$ cat config.mk
export PLATFORM = sky130hd
export DESIGN_NAME = if_prefetch_flat
export DESIGN_NICKNAME = d
export VERILOG_FILES = /design/src/rtl/if_prefetch_pkg.sv /design/src/rtl/if_prefetch_if.sv /design/src/rtl/if_prefetch_fifo.sv /design/src/rtl/if_prefetch.sv /design/src/flat_wrapper.sv
export SDC_FILE = /design/constraint.sdc
export NUM_CORES = 1
export LEC_CHECK = 0
export CAP_MARGIN = 20
export CORE_ASPECT_RATIO = 0.6
export CORE_MARGIN = 1.5
export CORE_UTILIZATION = 50
export CTS_CLUSTER_DIAMETER = 30
export DETAILED_ROUTE_END_ITERATION = 7
export GPL_TIMING_DRIVEN = 0
export MAX_ROUTING_LAYER = met4
export PLACE_DENSITY_LB_ADDON = 0.15
export SLEW_MARGIN = 20
export SYNTH_ARGS = -nofsm -noshare
export SYNTH_HDL_FRONTEND = slang
export SYNTH_SLANG_ARGS = --single-unit
$ cat constraint.sdc
create_clock -name clk -period 6.09 [get_ports clk]
set_input_delay 1.218 -clock clk [delete_from_list [all_inputs] [get_ports clk]]
set_output_delay 1.218 -clock clk [all_outputs]
set_load 0.05 [all_outputs]
$ cat src/rtl/if_prefetch_pkg.sv
// Shared types and constants for the instruction-fetch front end.
package if_prefetch_pkg;

    localparam logic [31:0] INST_NOP         = 32'h0000_0013;
    localparam logic [31:0] RESET_PC_DEFAULT = 32'h0000_0000;

    typedef struct packed {
        logic [31:0] addr;
        logic [31:0] inst;
    } fetch_entry_t;

    function automatic logic [31:0] word_align(input logic [31:0] a);
        return {a[31:2], 2'b00};
    endfunction

endpackage

$ cat src/rtl/if_prefetch_if.sv
// Fetch-unit bus bundle: ROM read port on one side, decode handshake on the other.
interface if_prefetch_if;

    logic        rom_req_o;
    logic [31:0] rom_addr_o;
    logic [31:0] rom_data_i;
    logic [31:0] inst_o;
    logic [31:0] inst_addr_o;
    logic        inst_valid_o;
    logic        hold_i;
    logic        jump_en_i;
    logic [31:0] jump_addr_i;

    modport master (
        output rom_req_o, rom_addr_o, inst_o, inst_addr_o, inst_valid_o,
        input  rom_data_i, hold_i, jump_en_i, jump_addr_i
    );

    modport slave (
        input  rom_req_o, rom_addr_o, inst_o, inst_addr_o, inst_valid_o,
        output rom_data_i, hold_i, jump_en_i, jump_addr_i
    );

endinterface

$ cat src/rtl/if_prefetch_fifo.sv
// DEPTH x {addr, inst} synchronous FIFO; flush beats push and pop.
module if_fifo
    import if_prefetch_pkg::*;
#(
    parameter int DEPTH = 4
) (
    input  logic                     clk,
    input  logic                     rst,
    input  logic                     push,
    input  logic                     pop,
    input  logic                     flush,
    input  fetch_entry_t             din,
    output fetch_entry_t             dout,
    output logic [$clog2(DEPTH):0]   count,
    output logic                     full,
    output logic                     empty
);

    localparam int AW = $clog2(DEPTH);

    fetch_entry_t   mem [DEPTH];
    logic [AW-1:0]  wr_ptr;
    logic [AW-1:0]  rd_ptr;
    logic           do_push;
    logic           do_pop;

    assign empty   = (count == '0);
    assign full    = (count == (AW+1)'(DEPTH));
    assign do_pop  = pop && !empty && !flush;
    assign do_push = push && !flush && (!full || do_pop);
    assign dout    = mem[rd_ptr];

    always_ff @(posedge clk) begin
        if (do_push) mem[wr_ptr] <= din;
    end

    always_ff @(posedge clk) begin
        if (rst || flush) begin
            wr_ptr <= '0;
            rd_ptr <= '0;
            count  <= '0;
        end else begin
            if (do_push) wr_ptr <= wr_ptr + 1'b1;
            if (do_pop)  rd_ptr <= rd_ptr + 1'b1;
            case ({do_push, do_pop})
                2'b10:   count <= count + 1'b1;
                2'b01:   count <= count - 1'b1;
                default: count <= count;
            endcase
        end
    end

endmodule

$ cat src/rtl/if_prefetch.sv
// Instruction-fetch front end: sequential PC, credit-limited ROM issue,
// one-cycle ROM response capture into a small FIFO, redirect flush.
module if_prefetch
    import if_prefetch_pkg::*;
#(
    parameter int          DEPTH    = 4,
    parameter logic [31:0] RESET_PC = RESET_PC_DEFAULT
) (
    input  logic              clk,
    input  logic              rst,
    if_prefetch_if.master     bus
);

    localparam int CW = $clog2(DEPTH) + 1;

    logic [31:0]   pc;
    logic [31:0]   inflight_addr;
    logic          inflight;
    logic [31:0]   fetch_addr;
    logic [CW:0]   credits;
    logic          issue;
    logic          push;
    logic          pop;
    logic [CW-1:0] count;
    logic          full;
    logic          empty;
    fetch_entry_t  head;
    fetch_entry_t  resp;

    always_comb begin
        fetch_addr = bus.jump_en_i ? word_align(bus.jump_addr_i) : pc;
        credits    = {1'b0, count} + (CW+1)'(inflight);
        issue      = !rst && (bus.jump_en_i || (!full && credits < (CW+1)'(DEPTH)));
        // A response landing in the redirect cycle belongs to the old stream;
        // killing it here is what the separate kill flag would otherwise record.
        push       = inflight && !bus.jump_en_i;
        pop        = !empty && !bus.hold_i && !bus.jump_en_i;
        resp       = '{addr: inflight_addr, inst: bus.rom_data_i};
    end

    always_ff @(posedge clk) begin
        if (rst) begin
            pc            <= RESET_PC;
            inflight      <= 1'b0;
            inflight_addr <= '0;
        end else begin
            inflight <= issue;
            if (issue) begin
                pc            <= fetch_addr + 32'd4;
                inflight_addr <= fetch_addr;
            end
        end
    end

    if_fifo #(.DEPTH(DEPTH)) u_fifo (
        .clk   (clk),
        .rst   (rst),
        .push  (push),
        .pop   (pop),
        .flush (bus.jump_en_i),
        .din   (resp),
        .dout  (head),
        .count (count),
        .full  (full),
        .empty (empty)
    );

    assign bus.rom_req_o    = issue;
    assign bus.rom_addr_o   = fetch_addr;
    assign bus.inst_valid_o = !empty;
    assign bus.inst_o       = empty ? INST_NOP : head.inst;
    assign bus.inst_addr_o  = empty ? 32'h0 : head.addr;

endmodule

$ cat src/flat_wrapper.sv
// flat-port wrapper written by rule: the top's interface ports become plain ports
module if_prefetch_flat import if_prefetch_pkg::*;
#(
    parameter int          DEPTH    = 4,
    parameter logic [31:0] RESET_PC = RESET_PC_DEFAULT
)
  (clk, rst, bus_rom_req_o, bus_rom_addr_o, bus_inst_o, bus_inst_addr_o, bus_inst_valid_o, bus_rom_data_i, bus_hold_i, bus_jump_en_i, bus_jump_addr_i);
  if_prefetch_if bus_i ();
  input  logic clk;
  input  logic rst;
  output wire logic [$bits(bus_i.rom_req_o)-1:0] bus_rom_req_o;
  output wire logic [$bits(bus_i.rom_addr_o)-1:0] bus_rom_addr_o;
  output wire logic [$bits(bus_i.inst_o)-1:0] bus_inst_o;
  output wire logic [$bits(bus_i.inst_addr_o)-1:0] bus_inst_addr_o;
  output wire logic [$bits(bus_i.inst_valid_o)-1:0] bus_inst_valid_o;
  input wire logic [$bits(bus_i.rom_data_i)-1:0] bus_rom_data_i;
  input wire logic [$bits(bus_i.hold_i)-1:0] bus_hold_i;
  input wire logic [$bits(bus_i.jump_en_i)-1:0] bus_jump_en_i;
  input wire logic [$bits(bus_i.jump_addr_i)-1:0] bus_jump_addr_i;
  assign bus_rom_req_o = bus_i.rom_req_o;
  assign bus_rom_addr_o = bus_i.rom_addr_o;
  assign bus_inst_o = bus_i.inst_o;
  assign bus_inst_addr_o = bus_i.inst_addr_o;
  assign bus_inst_valid_o = bus_i.inst_valid_o;
  assign bus_i.rom_data_i = bus_rom_data_i;
  assign bus_i.hold_i = bus_hold_i;
  assign bus_i.jump_en_i = bus_jump_en_i;
  assign bus_i.jump_addr_i = bus_jump_addr_i;
  if_prefetch #(.DEPTH(DEPTH), .RESET_PC(RESET_PC)) u_core (.clk(clk), .rst(rst), .bus(bus_i));
endmodule
==> impl_metrics.toml <==
[drt]
routedWlPerCell_um = 22.08
drtAntennaViolNets = 0
drt_iter0_markers = 692
via_per_inst = 5.765
vias = 8550
dr.pass1.iters = 5
drt-total-wl_um = 32750
drc = 0

[worst_setup_path]
critPathBufInv = 8
setup.worst_path.class = "input pin to output pin"
required_ns = 4.87
slowest_delay_ns = 0.72
timing.rr.start = "u_core.pc[4]$_SDFFE_PP0P_"
r2r_slack_ns = 3.46
crit_path_max_fanout = 10
ff2ff_path_depth = 5
start_kind = "input pin"
cp_top_family = "buffers and inverters"
crit_path_end_kind = "output pin"
cpMaxStageDelayCell = "clkdlybuf4s50_1"
path_cells = "clkdlybuf4s50_1 -> buf_6 -> buf_8 -> buf_6 -> buf_2 -> buf_2 -> mux2i_1 -> inv_1 -> clkdlybuf4s50_1"
cp.arrival_ns = 4.33
timing.rr.end = "u_core.pc[29]$_SDFFE_PP0P_"

[sta]
rsz0062_at_grt = "no"
relSlewSlack_pct = 40.29
setup_viol_count_final = 0
tightest_slew_ns = 0.8956
layout_min_cycle_time_ns = 5.553
setup_ws_ns = 0.5371
hold_ws_ns = 0.4558
fmax_mhz = 180.1
hold_viol = 0
fin_crit_sh_pct = 91.18
skew_ns = 0.03455
slew_viol_final = 0

[min_path]
min_from = "u_core.pc[14]$_SDFFE_PP0P_"
holdPathEnd = "u_core.pc[14]$_SDFFE_PP0P_"
hold_path_depth = 2
hold_path.class = "flip-flop to flip-flop"

[layout]
final_cell_count_no_fill = 1483
num-nets-final = 1162
drive_gt1_share_pct = 16.83
area_growth_pct = 27.32
seq_area_sq_um = 9129
diodes = 0
n_fill_cell = 1944
multi_input_area_sq_um = 4028

[synthesis]
synthArstFlopShare_pct = 0
mappedNetlistArea_sq_um = 13490
avgSynthCellArea_sq_um = 15.38
syn-num-nets = 951
ys_warn_count = 0
synth_cell_types = 61
yosysSeqAreaShare_pct = 67.69
synth_cells = 877
synth-main-ff-cell = "edfxtp_1"
synth_edf_count = 256
ys_ff_latch = 328

[global_routing]
overflow = 0
grt_usage_pct = 24.51
grt_pass1_vias = 8441
grt_max_degree = 42
antenna_found_initial = 0
grt_pass1_wl_um = 49850

[placement]
io_buffers = 162
dpl.hpwl_um = 21690
dp_cells = 1403
place_ws_ns = 0.5999
gp_congestion = 0.9476

[floorplan]
die_width_um = 215.0
die_y_um = 130.2
placementRows = 46
start_util_pct = 50.94
io_pins = 166
core_area_sq_um = 26480
dieArea_sq_um = 28000

[clocking]
cts-root-buf = "clkbuf_16"
ctsResizeCount = 0
cts_tree = "built"
cts_buffers = 43
post-cts-setup-buffers = 0
cts_buffer_depth = 3
holdBufCountCts = 0
clkTransAtPathRegs_ns = 0.06
clkSinkCount = 328
worstSkewPairLatency_ns = 0.56
ctsHtreeMaxLevel = 2

[power_and_ir_drop]
powerDensity_nw_per_um2 = 325.1
ir_worst_vdd_mv = 0.2425
leakage_nw = 5.871
power_mw = 5.581

[outcome]
status = "completed"

[flow_run]
cap_viol_max_count = 0
## logic make-up (layout without fill, tap and decap cells)
family / after synthesis / count (layout) / share of synthesized area [%]
and+or+nand+nor: 275 / 275 / 10.87
AOI/OAI and AO/OA: 78 / 78 / 4.212
DFF: 328 / 328 / 67.69
xor gates and xnor gates: 16 / 16 / 1.039
muxes: 94 / 94 / 13.05
adders and majority gates: 6 / 6 / 0.6124
buffers and inverters: 80 / 326 / 2.514
## final cells by class
type	count	area share [%]
Buffer	53	1.385
Clock buffer	49	6.573
Clock inverter	31	2.113
Inverter	27	0.5903
Multi-Input combinational cell	469	23.46
Sequential cell	328	53.17
Tap cell	360	2.624
Timing Repair Buffer	166	10.09
## registers in the layout, summed over array words and instances, names as in the netlist, named ones only
register / flops
u_core.inflight_addr: 32
u_core.u_fifo.rd_ptr: 2
u_core.u_fifo.count: 3
u_core.u_fifo.wr_ptr: 2
u_core.inflight: 1
u_core.u_fifo.mem: 256
u_core.pc: 30
## layer usage
metal	share of wire [%]	GRT usage [%]	vias to the layer above	wire length (um)
li1	-	-	3821	-
met1	46	35.10	4331	15140
met2	44	34.93	343	14290
met3	8.3	6.340	55	2723
met4	1.8	6.664	0	597
met5	0	-	-	0
## where the power goes
part	internal [mW]	leakage (nW)	switching, mW
sequential	2.47	2.92	0.0395
combinational	0.183	2.22	0.304
clock	1.55	0.735	1.03
## tightest hold or removal path, delay by kind of cell, from the launching register on
family,cells,cell delay (ns)
flops,1,0.31
simple gates,1,0.05
compound gates,1,0.05
## per-stage QoR
step | TNS, ns | utilization (%) | instance area (sq um)
3_3_place_gp | -38.67 | 58.76 | 15560
4_1_cts | 0 | 64.85 | 17170
6_report | 0 | 64.85 | 17170
5_1_grt | 0 | 64.85 | 17170
2_1_floorplan | 0 | - | 13490
3_5_place_dp | 0 | 59.22 | 15680
## worst max path at each step
stage / startpoint / end / slack [ns] / depth (start not counted)
3_3_place_gp: bus_jump_en_i / u_core.u_fifo.mem[1][7]$_DFFE_PP_ / -0.24 / 7
2_1_floorplan: bus_jump_en_i / u_core.u_fifo.mem[0][0]$_DFFE_PP_ / 1.83 / 6
4_1_cts: bus_jump_en_i / bus_rom_addr_o[13] / 0.60 / 9
3_5_place_dp: bus_jump_en_i / bus_rom_addr_o[13] / 0.60 / 9
6_report: bus_jump_en_i / bus_rom_addr_o[13] / 0.54 / 9
5_1_grt: bus_jump_en_i / bus_rom_addr_o[13] / 0.47 / 9
## cells in the final DEF, fill, tap and decap left out, types with 4 or more instances in the layout
cell type,netlist,routed
and3_1,4,4
mux2_2,15,15
clkinv_2,0,4
ha_1,5,5
a211oi_1,18,18
nand3b_1,7,7
and2_1,65,61
or2_2,6,6
edfxtp_1,256,256
nor3_1,21,21
clkbuf_1,34,37
a21oi_1,16,16
a22oi_1,4,4
xnor2_1,10,10
nor2_1,68,68
inv_6,0,11
and2_4,0,4
mux2i_1,15,15
mux4_2,64,64
o21ai_0,10,10
inv_1,26,26
xor2_1,6,6
nand4_1,16,16
o2111ai_1,4,4
a31oi_1,4,4
clkdlybuf4s50_1,0,162
bufinv_16,0,4
clkbuf_16,0,43
buf_16,0,4
buf_1,8,8
nand2_1,30,30
nand3_1,42,42
dfxtp_1,72,72
buf_2,7,7
## synthesized netlist by cell type, types with 3 or more instances
| cell type | n | area (sq um) |
|---|---|---|
| or2_2 | 6 | 37.54 |
| a311o_1 | 3 | 30.03 |
| edfxtp_1 | 256 | 7687 |
| nand3_1 | 42 | 210.2 |
| a211oi_1 | 18 | 135.1 |
| mux2_2 | 15 | 168.9 |
| inv_1 | 26 | 97.59 |
| a31oi_1 | 4 | 25.02 |
| nor2_1 | 68 | 255.2 |
| nand2_1 | 30 | 112.6 |
| o21ai_0 | 10 | 50.05 |
| nor3_1 | 21 | 105.1 |
| mux4_2 | 64 | 1441 |
| buf_1 | 8 | 30.03 |
| a22oi_1 | 4 | 30.03 |
| buf_2 | 7 | 35.03 |
| xnor2_1 | 10 | 87.58 |
| xor2_1 | 6 | 52.55 |
| and3_1 | 4 | 25.02 |
| or4_1 | 3 | 22.52 |
| and2_1 | 65 | 406.6 |
| o2111ai_1 | 4 | 35.03 |
| nand4_1 | 16 | 100.1 |
| a21oi_1 | 16 | 80.08 |
| dfxtp_1 | 72 | 1441 |
| clkbuf_1 | 34 | 127.6 |
| ha_1 | 5 | 62.56 |
| mux2i_1 | 15 | 150.1 |
| nand3b_1 | 7 | 52.55 |
(Power assumes the default switching activity.)
